--- src/rtl/seq_div_unit.sv ---
// ============================================================================
// Module   : seq_div_unit
// Brief    : Multi-cycle radix-2 restoring divider (DIV/DIVU), Hi=rem, Lo=quo.
// Revision : 1.0 - initial release
// ============================================================================
`default_nettype none

module seq_div_unit #(
    parameter int WIDTH = 32
) (
    input  logic             clk,
    input  logic             reset,
    input  logic             valid_in,
    input  logic             sign,
    input  logic [WIDTH-1:0] SrcA,
    input  logic [WIDTH-1:0] SrcB,
    output logic             busy,
    output logic             valid_out,
    output logic             div_zero,
    output logic [WIDTH-1:0] Hi,
    output logic [WIDTH-1:0] Lo
);

    localparam int CW = (WIDTH > 1) ? $clog2(WIDTH) : 1;

    typedef enum logic [1:0] {
        S_IDLE = 2'd0,
        S_CALC = 2'd1,
        S_FIX  = 2'd2,
        S_DONE = 2'd3
    } state_t;

    state_t           state_q, state_d;
    logic [WIDTH-1:0] rem_q, rem_d;
    logic [WIDTH-1:0] quo_q, quo_d;
    logic [WIDTH-1:0] dvsr_q, dvsr_d;
    logic [WIDTH-1:0] araw_q, araw_d;
    logic [CW-1:0]    cnt_q, cnt_d;
    logic             negq_q, negq_d;
    logic             negr_q, negr_d;
    logic             dz_q, dz_d;
    logic [WIDTH-1:0] hi_q, hi_d;
    logic [WIDTH-1:0] lo_q, lo_d;
    logic             divz_q, divz_d;

    logic [WIDTH-1:0] w_abs_a;
    logic [WIDTH-1:0] w_abs_b;
    logic [WIDTH:0]   w_shift;
    logic [WIDTH:0]   w_diff;

    assign w_abs_a = (sign && SrcA[WIDTH-1]) ? -SrcA : SrcA;
    assign w_abs_b = (sign && SrcB[WIDTH-1]) ? -SrcB : SrcB;

    // The stored remainder is always below the divisor, so WIDTH bits hold it;
    // only the shifted trial value needs the extra bit.
    assign w_shift = {rem_q, quo_q[WIDTH-1]};
    assign w_diff  = w_shift - {1'b0, dvsr_q};

    always_ff @(posedge clk or posedge reset) begin
        if (reset) begin
            state_q <= S_IDLE;
            rem_q   <= '0;
            quo_q   <= '0;
            dvsr_q  <= '0;
            araw_q  <= '0;
            cnt_q   <= '0;
            negq_q  <= 1'b0;
            negr_q  <= 1'b0;
            dz_q    <= 1'b0;
            hi_q    <= '0;
            lo_q    <= '0;
            divz_q  <= 1'b0;
        end else begin
            state_q <= state_d;
            rem_q   <= rem_d;
            quo_q   <= quo_d;
            dvsr_q  <= dvsr_d;
            araw_q  <= araw_d;
            cnt_q   <= cnt_d;
            negq_q  <= negq_d;
            negr_q  <= negr_d;
            dz_q    <= dz_d;
            hi_q    <= hi_d;
            lo_q    <= lo_d;
            divz_q  <= divz_d;
        end
    end

    always_comb begin
        state_d = state_q;
        rem_d   = rem_q;
        quo_d   = quo_q;
        dvsr_d  = dvsr_q;
        araw_d  = araw_q;
        cnt_d   = cnt_q;
        negq_d  = negq_q;
        negr_d  = negr_q;
        dz_d    = dz_q;
        hi_d    = hi_q;
        lo_d    = lo_q;
        divz_d  = divz_q;

        case (state_q)
            S_IDLE: begin
                if (valid_in) begin
                    negq_d  = sign & (SrcA[WIDTH-1] ^ SrcB[WIDTH-1]);
                    negr_d  = sign & SrcA[WIDTH-1];
                    dz_d    = (SrcB == '0);
                    araw_d  = SrcA;
                    dvsr_d  = w_abs_b;
                    quo_d   = w_abs_a;
                    rem_d   = '0;
                    cnt_d   = '0;
                    state_d = S_CALC;
                end
            end
            S_CALC: begin
                rem_d = w_diff[WIDTH] ? w_shift[WIDTH-1:0] : w_diff[WIDTH-1:0];
                quo_d = {quo_q[WIDTH-2:0], ~w_diff[WIDTH]};
                if (cnt_q == CW'(WIDTH - 1)) begin
                    state_d = S_FIX;
                end else begin
                    cnt_d = cnt_q + 1'b1;
                end
            end
            S_FIX: begin
                // A zero divisor reports the raw dividend with no sign fix-up.
                if (dz_q) begin
                    lo_d = '1;
                    hi_d = araw_q;
                end else begin
                    lo_d = negq_q ? -quo_q : quo_q;
                    hi_d = negr_q ? -rem_q : rem_q;
                end
                divz_d  = dz_q;
                state_d = S_DONE;
            end
            default: begin
                state_d = S_IDLE;
            end
        endcase
    end

    assign busy      = (state_q == S_CALC) || (state_q == S_FIX);
    assign valid_out = (state_q == S_DONE);
    assign div_zero  = divz_q;
    assign Hi        = hi_q;
    assign Lo        = lo_q;

endmodule

`default_nettype wire

--- config.mk ---
export PLATFORM = sky130hd
export DESIGN_NAME = seq_div_unit
export DESIGN_NICKNAME = d
export VERILOG_FILES = /design/src/rtl/seq_div_unit.sv
export SDC_FILE = /design/constraint.sdc
export NUM_CORES = 1
export LEC_CHECK = 0
export BUFFER_PORTS_ARGS = -buffer_cell sky130_fd_sc_hd__buf_2
export CAP_MARGIN = 10
export CORE_ASPECT_RATIO = 0.8
export CORE_UTILIZATION = 50
export CTS_BUF_LIST = sky130_fd_sc_hd__clkbuf_2
export CTS_CLUSTER_SIZE = 28
export DETAILED_ROUTE_END_ITERATION = 7
export GPL_TIMING_DRIVEN = 0
export PLACE_DENSITY = 0.7
export SLEW_MARGIN = 40
export SYNTH_ARGS = -nofsm -noshare
export SYNTH_HDL_FRONTEND = slang
export SYNTH_SLANG_ARGS = --single-unit
--- constraint.sdc ---
create_clock -name clk -period 8 [get_ports clk]
set_clock_uncertainty 0.15 [all_clocks]
set_input_delay 1.2 -clock clk [delete_from_list [all_inputs] [get_ports clk]]
set_output_delay 1.2 -clock clk [all_outputs]
set_load 0.005 [all_outputs]
==> flow_summary.toml <==
[outcome]
run_status = "finished, violations left"
violations = "design-rule violations"

[floorplan]
core_um2 = 24500
initial_core_util_pct = 51.25
die_w_um = 179.2
ios = 135
rows = 51
die_h_um = 143.7
dieArea_um2 = 25760

[global_route]
grt_pass1_vias = 10900
antenna_found_initial = 1
grt_use_total_pct = 28.16
grt_max_degree = 79
grt_pass1_wl_mm = 56.68
grt-ovfl-total = 0

[detailed_routing]
wl_per_cell_um = 17.97
drc = 16
vias = 11550
top_layer_used = "met4"
wl_met2_mm = 14.84
drt_first_pass_iters = 7
routed-wl-met3_mm = 2.823
ant_nets = 0
viasPerCell = 5.811
routed_wl_mm = 35.70
drt_iter0_markers = 902
m1WireLength_mm = 17.24

[logic_synthesis]
netlist_instances = 1442
synth_warnings = 0
ys_top_cells_by_area = "dfrtp_1 (40%), o21ai_0 (7.2%), xor2_1 (6.3%), nand2_1 (5.3%), a21oi_1 (5.3%)"
synthMuxAreaShare_pct = 6.596
synthSimpleGateAreaFrac_pct = 15.50
ys_types = 61
synth_top_family_by_area = "compound AO/OA/AOI/OAI gates"
synth_fp_nets = 1553
yosys.area.top_type = "dfrtp_1"
syn_avg_cell_area_um2 = 8.708
synthAdderAreaFrac_pct = 4.344
yosys_register_bits = 203
synth_area_um2 = 12560
synthXorXnorAreaFrac_pct = 9.625
ys_seq_area_share_pct = 40.45
synth_compound_area_share_pct = 19.57
synthFlopType = "dfrtp_1"
synth-async-reset-ratio_pct = 100.0
synth_most_common_cell = "dfrtp_1"
synth_edf_count = 0
synth_common_cells = "dfrtp_1 (203), o21ai_0 (181), nand2_1 (177), a21oi_1 (132), nor2_1 (114)"
yosys.area.top_type_share_pct = 40.45

[layout]
area_growth_pct = 12.67
final_nets = 1743
drive_gt1_share_pct = 17.57
utilization_pct = 57.74

[power_and_ir_drop]
cellPowerDensity_nw_per_um2 = 436.3
vdd_drop_max_v = 0.0002331
p_leak_uw = 0.006494

[clock_network]
cts_resized = 0
cts_buffers = 52
clk_pin_slew_ns = 0.12
cts_max_level = 2
root_buffer = "clkbuf_2"
cts.sinks = 203
postCtsHoldBufs = 0
clk_path_buf_depth = 3
post_cts_buffers = 0
cts_tree = "yes"
insertion_delay_ns = 0.87

[timing]
finalMaxSlewViolations = 0
max_slew_margin_pct = 43.39
rsz0062_at_grt = "false"
tightest_slew_ns = 0.8491
max_clock_freq_ghz = 0.2330
fin_tns_setup_ns = 0
min_period_over_period_pct = 53.65
setup_slack_ns = 3.708
fin_crit_ns = 4.292
setup_viol = 0
hold_violations = 0

[setup_path]
critical_path.reg2reg.endpoint = "rem_q[5]"
rr_worst_depth = 13
crit_type = "reg2reg"
path_max_fanout = 10
critical_path_arrival_ns = 4.79
cp-start-kind = "flop"
crit_required_ns = 8.50
cp-end-kind = "flop"
r2r_start = "quo_q[31]"
rrSetupSlack_ns = 3.71

[place]
hpwl_mm = 27.12
pre_cts_ws_ns = 3.793
io_buffers = 134
gp_congestion = 0.9173

[min_path]
hp-class = "in2async"

[flow_run]
maxCapViolations = 0
==> power by group <==
group | total [uW] | switching [uW] | internal (uW)
sequential | 1880 | 402 | 1470
clock | 718 | 443 | 275
combinational | 3580 | 2160 | 1420
total | 6170 | 3000 | 3170
==> cell type report <==
cell class / count / area (um2)
clock buffer: 72 / 360.3
clock inverter: 18 / 97.59
timing repair buffer: 136 / 725.7
tap: 318 / 397.9
antenna: 1 / 2.502
multi-input combinational: 1110 / 6987
buffer: 75 / 287.8
inverter: 54 / 210.2
sequential: 203 / 5080
fill: 2329 / 10350
==> worst max-delay path by stage <==
stage	startpoint	endpoint
final	quo_q[31]	rem_q[5]
after global routing	quo_q[31]	rem_q[2]
after CTS	quo_q[31]	rem_q[5]
after detailed placement	SrcA[2]	quo_q[20]
after global placement	reset	dvsr_q[31]
after floorplan	reset	Hi[0]
==> worst max-delay path: stages, from the launching register on <==
cell and delay, ns:
dfrtp_1 0.40, inv_1 0.13, ha_1 0.25, fa_1 0.40
nor2b_1 0.22, o2111ai_1 0.17, a21oi_1 0.39, o21ai_0 0.27
and2_1 0.25, o221ai_1 0.54, clkbuf_1 0.60, nor3b_1 0.14
a21oi_1 0.14, o21ai_0 0.08
==> registers in the layout, indices dropped and copies added (netlist names) <==
| name | flops |
|---|---|
| quo_q | 32 |
| rem_q | 32 |
| negq_q | 1 |
| state_q | 2 |
| dz_q | 1 |
| div_zero | 1 |
| cnt_q | 5 |
| Hi | 32 |
| araw_q | 32 |
| Lo | 32 |
| negr_q | 1 |
| dvsr_q | 32 |
==> routing by layer <==
metal / vias to the layer above / global-route usage, %
li1: 5464 / -
met1: 5591 / 42.98
met2: 425 / 40.03
met3: 66 / 5.238
met4: 0 / 8.359
met5: - / 0
==> metrics by stage <==
step                      area (um2)  power (uW)  cells  hold WS, ns
after detailed placement       13690        5388   1896       0.3204
after global placement         13630        5273   1894       0.3121
final                          14150        6173   1987       0.2099
after floorplan                12560        4318   1442       0.2996
after CTS                      14150        6131   1986       0.1822
after global routing           14150        6711   1987       0.1734
==> logic make-up (layout without fill, tap and decap cells) <==
kind of cell,after synthesis,after routing
buffers and inverters,129,355
and+or+nand+nor,425,425
AOI/OAI and AO/OA,429,429
xor gates and xnor gates,138,138
muxes,75,75
adders and majority gates,43,43
other,0,1
DFF,203,203
==> placed cells by master (no fill, tap or decap), types with 53 or more instances in the layout <==
cell      count
o21ai_0     181
a21oi_1     132
clkbuf_2     72
mux2_2       58
buf_2       136
nand2_1     177
nor2_1      114
clkbuf_1     62
dfrtp_1     203
xor2_1       90
inv_1        53
(Power assumes the default switching activity.)
